`src/rtl/adc_pkg.sv`:
```
// adc_pkg: shared constants and types for the ADC receive path.
package adc_pkg;

  localparam int unsigned ADC_DATA_W = 12;

  typedef enum logic [0:0] {
    IDLE  = 1'b0,
    SHIFT = 1'b1
  } cap_state_t;

endpackage

```
`src/rtl/adc_sample_capture_fifo.sv`:
```
// sample_fifo: small synchronous FIFO holding completed ADC words.
// A push into a full FIFO is accepted only when a pop happens on the same edge.
module sample_fifo #(
  parameter int unsigned DATA_W = 12,
  parameter int unsigned DEPTH  = 4
) (
  input  logic              clk,
  input  logic              reset,
  input  logic              push,
  input  logic [DATA_W-1:0] push_data,
  input  logic              pop,
  output logic [DATA_W-1:0] head,
  output logic              full,
  output logic              empty
);

  localparam int unsigned PTR_W = $clog2(DEPTH);
  localparam int unsigned CNT_W = PTR_W + 1;

  logic [DATA_W-1:0] mem [DEPTH];
  logic [PTR_W-1:0]  wr_ptr;
  logic [PTR_W-1:0]  rd_ptr;
  logic [CNT_W-1:0]  count;
  logic              do_push;
  logic              do_pop;

  assign full  = (count == CNT_W'(DEPTH));
  assign empty = (count == '0);
  assign head  = mem[rd_ptr];

  // Qualify requests: no pop when empty, push into full only alongside a pop
  always_comb begin
    do_pop  = pop && !empty;
    do_push = push && (!full || do_pop);
  end

  // Storage, pointers and occupancy
  always_ff @(posedge clk) begin
    if (reset) begin
      wr_ptr <= '0;
      rd_ptr <= '0;
      count  <= '0;
      for (int unsigned i = 0; i < DEPTH; i++) begin
        mem[i] <= '0;
      end
    end else begin
      if (do_push) begin
        mem[wr_ptr] <= push_data;
        wr_ptr      <= wr_ptr + PTR_W'(1);
      end
      if (do_pop) begin
        rd_ptr <= rd_ptr + PTR_W'(1);
      end
      count <= count + CNT_W'(do_push) - CNT_W'(do_pop);
    end
  end

endmodule

```
`src/rtl/adc_sample_capture.sv`:
```
// adc_sample_capture: shifts in ADC result bits while `reading` is high,
// queues each complete word in sample_fifo and flags truncation/overflow.
// Optional feature macro: ADC_AVG_EN (push the average of every 4 frames).
module adc_sample_capture
  import adc_pkg::*;
#(
  parameter int unsigned DATA_W = ADC_DATA_W,
  parameter int unsigned DEPTH  = 4
) (
  input  logic              sck,
  input  logic              reset,
  input  logic              sdi,
  input  logic              reading,
  output logic [DATA_W-1:0] sample_data,
  output logic              sample_valid,
  input  logic              sample_ready,
  output logic              overflow,
  output logic              frame_err,
  input  logic              clear_err
);

  localparam int unsigned     CNT_W = $clog2(DATA_W);
  localparam logic [CNT_W-1:0] LAST = CNT_W'(DATA_W - 1);

  cap_state_t        state;
  logic [CNT_W-1:0]  bit_cnt;
  // Only the low DATA_W-1 bits are kept; the final bit arrives straight from sdi.
  logic [DATA_W-2:0] shift;
  logic [DATA_W-1:0] word;
  logic              frame_done;
  logic              push;
  logic [DATA_W-1:0] push_data;
  logic              pop;
  logic              full;
  logic              empty;

`ifdef ADC_AVG_EN
  localparam int unsigned SUM_W = DATA_W + 2;
  logic [SUM_W-1:0] sum;
  logic [SUM_W-1:0] sum_next;
  logic [1:0]       avg_cnt;
`endif

  assign sample_valid = !empty;
  assign pop          = sample_valid && sample_ready;

  // Word assembly and push selection
  always_comb begin
    word       = {shift, sdi};
    frame_done = reading && (bit_cnt == LAST);
`ifdef ADC_AVG_EN
    sum_next  = sum + SUM_W'(word);
    push      = frame_done && (avg_cnt == 2'd3);
    push_data = DATA_W'(sum_next >> 2);
`else
    push      = frame_done;
    push_data = word;
`endif
  end

  // Capture FSM and shifter
  always_ff @(posedge sck) begin
    if (reset) begin
      state   <= IDLE;
      bit_cnt <= '0;
      shift   <= '0;
    end else begin
      case (state)
        IDLE: begin
          if (reading) begin
            shift   <= word[DATA_W-2:0];
            bit_cnt <= CNT_W'(1);
            state   <= SHIFT;
          end
        end
        SHIFT: begin
          if (reading) begin
            shift   <= word[DATA_W-2:0];
            bit_cnt <= frame_done ? '0 : bit_cnt + CNT_W'(1);
          end else begin
            shift   <= '0;
            bit_cnt <= '0;
            state   <= IDLE;
          end
        end
        default: begin
          state   <= IDLE;
          bit_cnt <= '0;
          shift   <= '0;
        end
      endcase
    end
  end

  // Sticky error flags; clear_err wins over a same-edge set
  always_ff @(posedge sck) begin
    if (reset) begin
      overflow  <= 1'b0;
      frame_err <= 1'b0;
    end else if (clear_err) begin
      overflow  <= 1'b0;
      frame_err <= 1'b0;
    end else begin
      if (push && full && !pop) begin
        overflow <= 1'b1;
      end
      if ((state == SHIFT) && !reading && (bit_cnt != '0)) begin
        frame_err <= 1'b1;
      end
    end
  end

`ifdef ADC_AVG_EN
  // Four-frame accumulator; truncated frames never reach frame_done
  always_ff @(posedge sck) begin
    if (reset) begin
      sum     <= '0;
      avg_cnt <= '0;
    end else if (frame_done) begin
      if (avg_cnt == 2'd3) begin
        sum     <= '0;
        avg_cnt <= '0;
      end else begin
        sum     <= sum_next;
        avg_cnt <= avg_cnt + 2'd1;
      end
    end
  end
`endif

  sample_fifo #(
    .DATA_W (DATA_W),
    .DEPTH  (DEPTH)
  ) u_fifo (
    .clk       (sck),
    .reset     (reset),
    .push      (push),
    .push_data (push_data),
    .pop       (pop),
    .head      (sample_data),
    .full      (full),
    .empty     (empty)
  );

endmodule

```
`config.mk`:
```
export PLATFORM = sky130hd
export DESIGN_NAME = adc_sample_capture
export DESIGN_NICKNAME = d
export VERILOG_FILES = /design/src/rtl/adc_pkg.sv /design/src/rtl/adc_sample_capture_fifo.sv /design/src/rtl/adc_sample_capture.sv
export SDC_FILE = /design/constraint.sdc
export NUM_CORES = 1
export LEC_CHECK = 0
export ABC_AREA = 1
export CORE_MARGIN = 2
export CORE_UTILIZATION = 45
export CTS_BUF_LIST = sky130_fd_sc_hd__clkbuf_16
export DETAILED_ROUTE_END_ITERATION = 8
export PLACE_DENSITY = 0.73
export RECOVER_POWER = 50
export SLEW_MARGIN = 20
export SYNTH_ARGS = -nofsm -noshare
export SYNTH_HDL_FRONTEND = slang
export SYNTH_SLANG_ARGS = --single-unit
export TNS_END_PERCENT = 5
```
`constraint.sdc`:
```
create_clock -name sck -period 2.07 [get_ports sck]
set_input_delay 0.5175 -clock sck [delete_from_list [all_inputs] [get_ports sck]]
set_output_delay 0.5175 -clock sck [all_outputs]
set_load 0.1 [all_outputs]
```
# Yosys cells after proc, flatten, opt, wreduce, memory -nomap -nowiden
# Memory sizes are Yosys's and may differ from the RTL's. A register that Yosys moved wholly into a read port is not among the register bits.
# Index checks and enable logic that the tools add are counted.
op_classes:
  addsub: 5
  eq_ne: 3
  mux: 18
  bitwise: 1
  reduce_logical: 17
op_table:
  columns: ["operator", "n"]
  rows:
  - ["two-way mux 11 bit", 2]
  - ["case mux 11 bit (2 select lines)", 1]
  - ["two-way mux 12 bit", 1]
  - ["two-way mux 4 bit", 3]
  - ["OR reduction 12 bit", 1]
  - ["logical AND 1 bit", 8]
  - ["case mux 4 bit (2 select lines)", 1]
  - ["two-way mux 1 bit", 7]
  - ["two-way mux 2 bit", 3]
  - ["adder 2 x 1 -> 2 bit, second input constant", 2]
  - ["adder 4 x 1 -> 4 bit, second input constant", 1]
  - ["== test 4 bit, second input constant", 1]
  - ["zero test 1 bit", 4]
  - ["nonzero test 4 bit", 1]
  - ["adder 3 x 1 -> 3 bit", 1]
  - ["== test 3 bit, second input constant", 1]
  - ["zero test 3 bit", 1]
  - ["subtractor 3 x 1 -> 3 bit", 1]
  - ["inequality test 2 bit, second input constant", 1]
  - ["OR reduction 2 bit", 1]
  - ["logical OR 1 bit", 1]
  - ["inverter 1 bit", 1]
word_totals:
  register_bits: 25
  ramBits: 48
  out_inout_bits: 15
  mem_count: 1
memory_table:
  columns: ["name", "words", "word_bits", "read_ports", "rd_clocked_by_memory_dff", "wr", "line_no", "rtl"]
  rows:
  - ["u_fifo.mem", 4, 12, 1, 1, 4, "adc_sample_capture_fifo.sv:20", "logic [DATA_W-1:0] mem [DEPTH];"]

# Logic depth before layout (Yosys ltp)
# Gate-level depths: netlist of the first run.
depth:
  depth_word: 11
  ltp_mapped: 11
  mapped_depth_nobuf: 11

# By module
# Synthesis of the first run repeated with hierarchy kept, for this count alone.
unflattened:
  hier_cells: 339
  hier_area_um2: 3372.0
modules_own_cells:
  columns: ["mod", "instances", "cells_per_inst", "area_each_um2"]
  rows:
  - ["sample_fifo", 1, 251, 2641.3]
  - ["adc_sample_capture", 1, 88, 730.7]

# Least setup slack after synthesis of the first run
# Ideal clock, no wire load.
synth_timing:
  kind: "reg2out"
  startpoint: "register (tool-made name)"
  endpoint: "output port sample_data[10]"
  t_arrival_ns: 2.255
  path_slack_ns: -0.703
  stages_incl_launch_ff: 5
  path_cell_list: "dfxtp_1 > inv_1 > clkbuf_1 > o21ai_0 > o22ai_1"
synth_rtl:
  columns: ["element", "line_no", "rtl"]
  rows:
  - ["end, declared", "adc_sample_capture.sv:14", "output logic [DATA_W-1:0] sample_data,"]

==> results.toml, run 1 <==
[worst_setup_path]
critPathMaxFanout = 24
r2r_cells = 11
r2r_setup_slack_ps = 140
startpoint_type = "flip-flop"
worstSetupPathType = "flip-flop to primary output"
cp_top_family = "buffers and inverters"
crit_path_top_delay_cell = "dfxtp_1"
cp-end-kind = "primary output"
slowest_delay_ps = 310
r2r_end = "u_fifo.count[2]$_SDFF_PP0_"
crit_buf_inv = 3
regToRegStartpoint = "u_fifo.count[1]$_SDFF_PP0_"
crit_chain = "inv_1 > buf_4 > nor2_1 > o22ai_2 > buf_12"
crit_required_ps = 1550
cp_data_arrival_time_ps = 1450

[timing]
worst_pin_slew_ps = 296
max_freq_mhz = 509
min_period_over_period_pct = 95.0
fin_ws_ps = 104
hold_viol = 0
setup-tns-final_ps = 0
rsz0062_at_grt = "yes"
maxSlewViolCount = 0
relSlewSlack_pct = 80.2
finClkSkew_ps = 6.12
final.min_clock_period_ps = 1970
setup_viol = 0

[clock_network]
hold_buffers = 0
h-tree-depth = 3
cts_setup_buffers = 0
clockBufferDepth = 2
clock_latency_ps = 330
path_clk_slew_ps = 60
tritoncts = "built"
numClockSinks = 75
numCtsBuffers = 9
ctsRootBufferMaster = "clkbuf_16"

[routing]
firstDrtPassIters = 4
via_per_inst = 4.85
drtAntennaViolNets = 0
drt_wl_total_mm = 6.54
vias = 2336
wl_per_cell_um = 13.6
drc = 0
drt_iter0_markers = 177

[hold_path]
holdCritStartpoint = "frame_err$_SDFFE_PP0P_"
min_path_type = "flip-flop to flip-flop"
hold_depth = 2
min_to = "frame_err$_SDFFE_PP0P_"

[synthesis]
seq_area_frac_synth_pct = 59.2
synth-seq-cells = 75
syn_inst = 338
synth.avg_cell_area_sq_um = 9.91
netlist_area_sq_mm = 0.00335
yosysUniqueCellTypes = 28
yosys_warnings = 0
syn_nets = 349

[final_layout]
most-common-layout-cells = "edfxtp_1, nor2_1, o21ai_0, inv_1, nand2_1"
multi_input_area_sq_mm = 0.00119
design_area_sq_mm = 0.00427
area_growth_pct = 27.5
diodes = 0
n_fill_cell = 620
seqCellArea_sq_mm = 0.00199
drive_gt1_share_pct = 30.5
nets = 389
final_common_cell = "edfxtp_1"

[floorplanning]
dieWidth_um = 90.3
start_util_pct = 46.4
dieArea_sq_mm = 0.00815
core_sq_mm = 0.00721
fp.dieH_um = 90.3
placementRows = 31
pin_count = 21

[global_routing]
gr-total-overflow = 0
grt_max_degree = 25
grt_pass1_vias = 2391
grt_first_pass_wirelength_mm = 11.1
antenna_found_initial = 0
grt_usage_pct = 17.5

[pwr]
p_per_area_mw_per_mm2 = 1240
ir_worst_vdd_v = 0.000653
p_leak_nw = 1.78

[placement]
place_area_sq_mm = 0.00399
portBuffers = 20
place_hpwl_mm = 4.34
dp_slack_ps = -248
place_congestion = 0.799

[job]
maxCapViolations = 0

[outcome]
status = "completed"
-- registers in the layout, indices dropped and copies added (netlist names), named ones only --
| register | cells |
|---|---|
| bit_cnt | 4 |
| state | 1 |
| u_fifo.mem | 48 |
| shift | 11 |
| u_fifo.wr_ptr | 2 |
| u_fifo.count | 3 |
| overflow | 1 |
| u_fifo.rd_ptr | 2 |
| frame_err | 1 |
-- power by group --
| part | total, mW | leakage, nW | switching [mW] | internal [mW] |
|---|---|---|---|---|
| combinational | 2.23 | 0.942 | 1.48 | 0.757 |
| sequential | 1.74 | 0.696 | 0.0575 | 1.68 |
| clock | 1.34 | 0.140 | 0.555 | 0.786 |
| total | 5.31 | 1.78 | 2.09 | 3.22 |
-- stage by stage --
stage | power [mW] | std cells | utilization [%] | hold WS, ps
after global placement | 3.96 | 465 | 55.3 | 469
after global routing | 5.54 | 482 | 59.2 | 501
after floorplan | 3.22 | 338 | - | 456
after CTS | 5.34 | 481 | 58.8 | 485
after detailed placement | 3.99 | 465 | 55.3 | 461
final | 5.31 | 482 | 59.2 | 480
-- synth_stat cells --
library cell	count	area (sq um)
nor2_4	1	11.3
inv_4	1	6.26
clkinv_1	1	3.75
clkbuf_1	9	33.8
edfxtp_1	48	1440
o22ai_1	12	75.1
dfxtp_1	27	541
nor2_2	25	156
buf_12	1	20.0
inv_1	35	131
nand2_1	30	113
nand4_1	1	6.26
fa_1	1	20.0
o21ai_0	40	200
buf_6	1	11.3
or2_2	1	6.26
nand3_4	1	17.5
xor2_1	3	26.3
nand2_4	8	90.1
nand3_1	14	70.1
nor2_1	46	173
a31oi_1	2	12.5
inv_2	10	37.5
a21oi_1	10	50.1
nand4_2	2	25.0
ha_1	4	50.1
clkinv_2	1	5.00
buf_2	3	15.0
-- kinds of logic after synthesis --
kind of cell	count (synthesis)	synth area share [%]
buffers and inverters	62	7.88
xor gates and xnor gates	3	0.785
and+or+nand+nor	129	20.0
AOI/OAI and AO/OA	64	10.1
adders and majority gates	5	2.09
DFF	75	59.2
-- layer usage --
| metal | part of all wire, % | routed length [um] | vias up | GRT usage, % |
|---|---|---|---|---|
| met5 | 0 | 0 | - | 0 |
| met4 | 3.2 | 209 | 0 | 11.0 |
| met3 | 3.9 | 252 | 15 | 3.09 |
| met2 | 49 | 3230 | 44 | 29.1 |
| met1 | 43 | 2840 | 1086 | 21.1 |
| li1 | - | - | 1191 | - |
-- worst max-delay path by stage --
stage	depth (start not counted)	from	endpoint	slack (ps)
final	5	flip-flop	sample_data[6]	100
after global routing	11	u_fifo.count[1]$_SDFF_PP0_	u_fifo.count[2]$_SDFF_PP0_	-20
after CTS	4	flip-flop	sample_data[8]	20
after detailed placement	10	sample_ready	u_fifo.count[2]$_SDFF_PP0_	-250
after global placement	10	sample_ready	u_fifo.count[2]$_SDFF_PP0_	-150
after floorplan	5	bit_cnt[0]$_SDFFE_PP0P_	u_fifo.mem[1][0]$_SDFFCE_PN0P_	-150
-- what timing repair did --
item                                    CTS  global route
gates resized for setup                   0             7
endpoints found under the setup margin    0            14
endpoints found under the hold margin     0             0
-- worst register-to-register path, stage by stage (launching register included) --
cell and delay, ps:
dfxtp_1 350, nor2_2 170, nand2_4 70, nand2_1 80, inv_1 60, ha_1 270, inv_1 40, ha_1 190
fa_1 370, inv_1 80, o21ai_0 80, a21oi_1 110
-- cell type report --
cell class / instances / share of cell area, %
clock buffer: 9 / 5.28
clock inverter: 7 / 0.703
inverter: 48 / 4.40
multi-input combinational: 201 / 27.9
sequential: 75 / 46.5
tap: 99 / 2.90
timing repair buffer: 42 / 12.2
timing repair inverter: 1 / 0.176
Power figures use the tool's default switching activity.
==> inputs of run 2 (changes only) <==
CORE_ASPECT_RATIO = 1.1   (was default)
==> results.toml, run 2 (synthesized netlist as in run 1, its figures left out) <==
[global_routing]
antenna_found_initial = 0
grt_pass1_vias = 2511
grt_first_pass_wirelength_mm = 11.6
gr-total-overflow = 0
grt_max_degree = 25
grt_usage_pct = 18.8

[pwr]
p_seq_share_pct = 33.3
totalPowerFinal_mw = 5.30
p_int_mw = 3.20
power_frac_clock_pct = 25.6
swShare_pct = 39.7
p_per_area_mw_per_mm2 = 1280
pwr-share-comb_pct = 41.2
p_sw_mw = 2.11
ir_worst_vdd_v = 0.000544
p_leak_nw = 1.60

[outcome]
status = "completed"

[floorplanning]
placementRows = 32
dieArea_sq_mm = 0.00815
fp.dieH_um = 94.5
dieWidth_um = 86.2
pin_count = 21
start_util_pct = 47.0
core_sq_mm = 0.00713

[worst_setup_path]
cp-end-kind = "primary output"
slowest_delay_ps = 390
crit_required_ps = 1550
critPathMaxFanout = 24
crit_top_cell = "buf_12"
cp_data_arrival_time_ps = 1490
startpoint_type = "flip-flop"
crit_path_top_delay_cell = "dfxtp_4"
crit_chain = "inv_1 > buf_12 > o21ai_0 > o22ai_2 > buf_12"
worstSetupPathType = "flip-flop to primary output"

[placement]
place_hpwl_mm = 4.61
portBuffers = 20
post-place-cells = 449
place_congestion = 0.819

[clock_network]
cts_setup_buffers = 0
clockBufferDepth = 2
ctsRootBufferMaster = "clkbuf_16"
h-tree-depth = 3
numClockSinks = 75
hold_buffers = 0
numCtsBuffers = 9
tritoncts = "built"
clock_latency_ps = 330
path_clk_slew_ps = 60

[timing]
max_freq_mhz = 497
worst_pin_slew_ps = 599
relSlewSlack_pct = 60.0
hold_viol = 0
finClkSkew_ps = 6.87
setup_viol = 0
final.min_clock_period_ps = 2010
min_period_over_period_pct = 97.2
maxSlewViolCount = 0
hold-worst-slack_ps = 492
rsz0062_at_grt = "no"

[final_layout]
drive_gt1_share_pct = 26.5
final_cells = 466
n_fill_cell = 625
final_common_cell = "edfxtp_1"
seqCellArea_sq_mm = 0.00199
largest_register_ffs = 48
nets = 387
top_register = "u_fifo.mem"
multi_input_area_sq_mm = 0.00111
diodes = 0
most-common-layout-cells = "edfxtp_1, nor2_1, nand2_1, inv_1, o21ai_0"
area_growth_pct = 23.4
reg.largest.list = "u_fifo.mem x48, shift x11, bit_cnt x4"

[routing]
drtAntennaViolNets = 0
firstDrtPassIters = 4
wl_per_cell_um = 14.8
drc = 0
drt_iter0_markers = 172
drt_wl_total_mm = 6.91
vias = 2473
via_per_inst = 5.31

[hold_path]
min_path_type = "flip-flop to flip-flop"

[job]
maxCapViolations = 0
-- run 2: cell types whose count changed in the layout (fill, tap and decap cells not counted), moves of 3 or more --
cell and change:
o21ai_0 -6, clkbuf_1 +6, o21ai_1 +6, inv_1 -3, nand2_4 -8, nand2_1 +8
buf_4 -11
-- run 2: final timing paths --
check                                  end  slack [ps]  cells after the start                     startpoint
min reg2reg  u_fifo.wr_ptr[0]$_SDFFE_PP0P_         490                      2  u_fifo.wr_ptr[0]$_SDFFE_PP0P_
min          u_fifo.wr_ptr[0]$_SDFFE_PP0P_         490                      2  u_fifo.wr_ptr[0]$_SDFFE_PP0P_
max reg2reg     u_fifo.count[2]$_SDFF_PP0_         170                     11     u_fifo.count[1]$_SDFF_PP0_
max                         sample_data[7]          60                      5                      flip-flop
-- run 2: what timing repair did --
action                     CTS  global route
setup endpoints to repair   12            12
gates cloned                 1             0
resized for setup            7             8
pin swaps                    0             2
-- run 2: per-layer routing --
metal / track usage [%] / up-vias / part of all wire, % / routed length (um)
met5: 0 / - / 0 / 0
met4: 9.38 / 0 / 3.5 / 240
met3: 5.42 / 23 / 4.0 / 273
met2: 32.0 / 66 / 51 / 3510
met1: 21.7 / 1193 / 42 / 2890
li1: - / 1191 / - / -
-- run 2: stage by stage --
stage | area [sq um] | setup WS, ps | TNS [ps] | util, %
CTS | 4250 | 6.76 | 0 | 59.6
global placement | 3970 | -152 | -2060 | 55.7
detailed placement | 3970 | -191 | -3660 | 55.7
finish | 4130 | 57.8 | 0 | 58.0
global route | 4130 | 7.53 | 0 | 58.0
floorplan | 3430 | -149 | -4910 | -
-- run 2: area by class of cell --
type,count,share of cell area [%]
Timing Repair inverter,1,0.182
Multi-Input combinational cell,201,26.9
Sequential cell,75,48.2
Timing Repair Buffer,40,11.3
Clock buffer,9,5.45
Clock inverter,7,0.848
Inverter,48,4.54
Tap cell,85,2.57
-- run 2: critical path, delay by kind of cell, from the launching register on --
| kind | cells | cell delay, ps |
|---|---|---|
| AO/OA/AOI/OAI | 2 | 340 |
| flip-flops | 1 | 390 |
| buffers and inverters | 3 | 430 |
-- run 2: power by group through the flow --
stage | Clock (mW) | Sequential (mW) | Combinational [mW]
floorplan | 0 | 1.75 | 1.47
global placement | 0 | 1.78 | 2.20
detailed placement | 0 | 1.78 | 2.24
CTS | 1.37 | 1.76 | 2.25
global route | 1.45 | 1.77 | 2.29
finish | 1.36 | 1.76 | 2.19
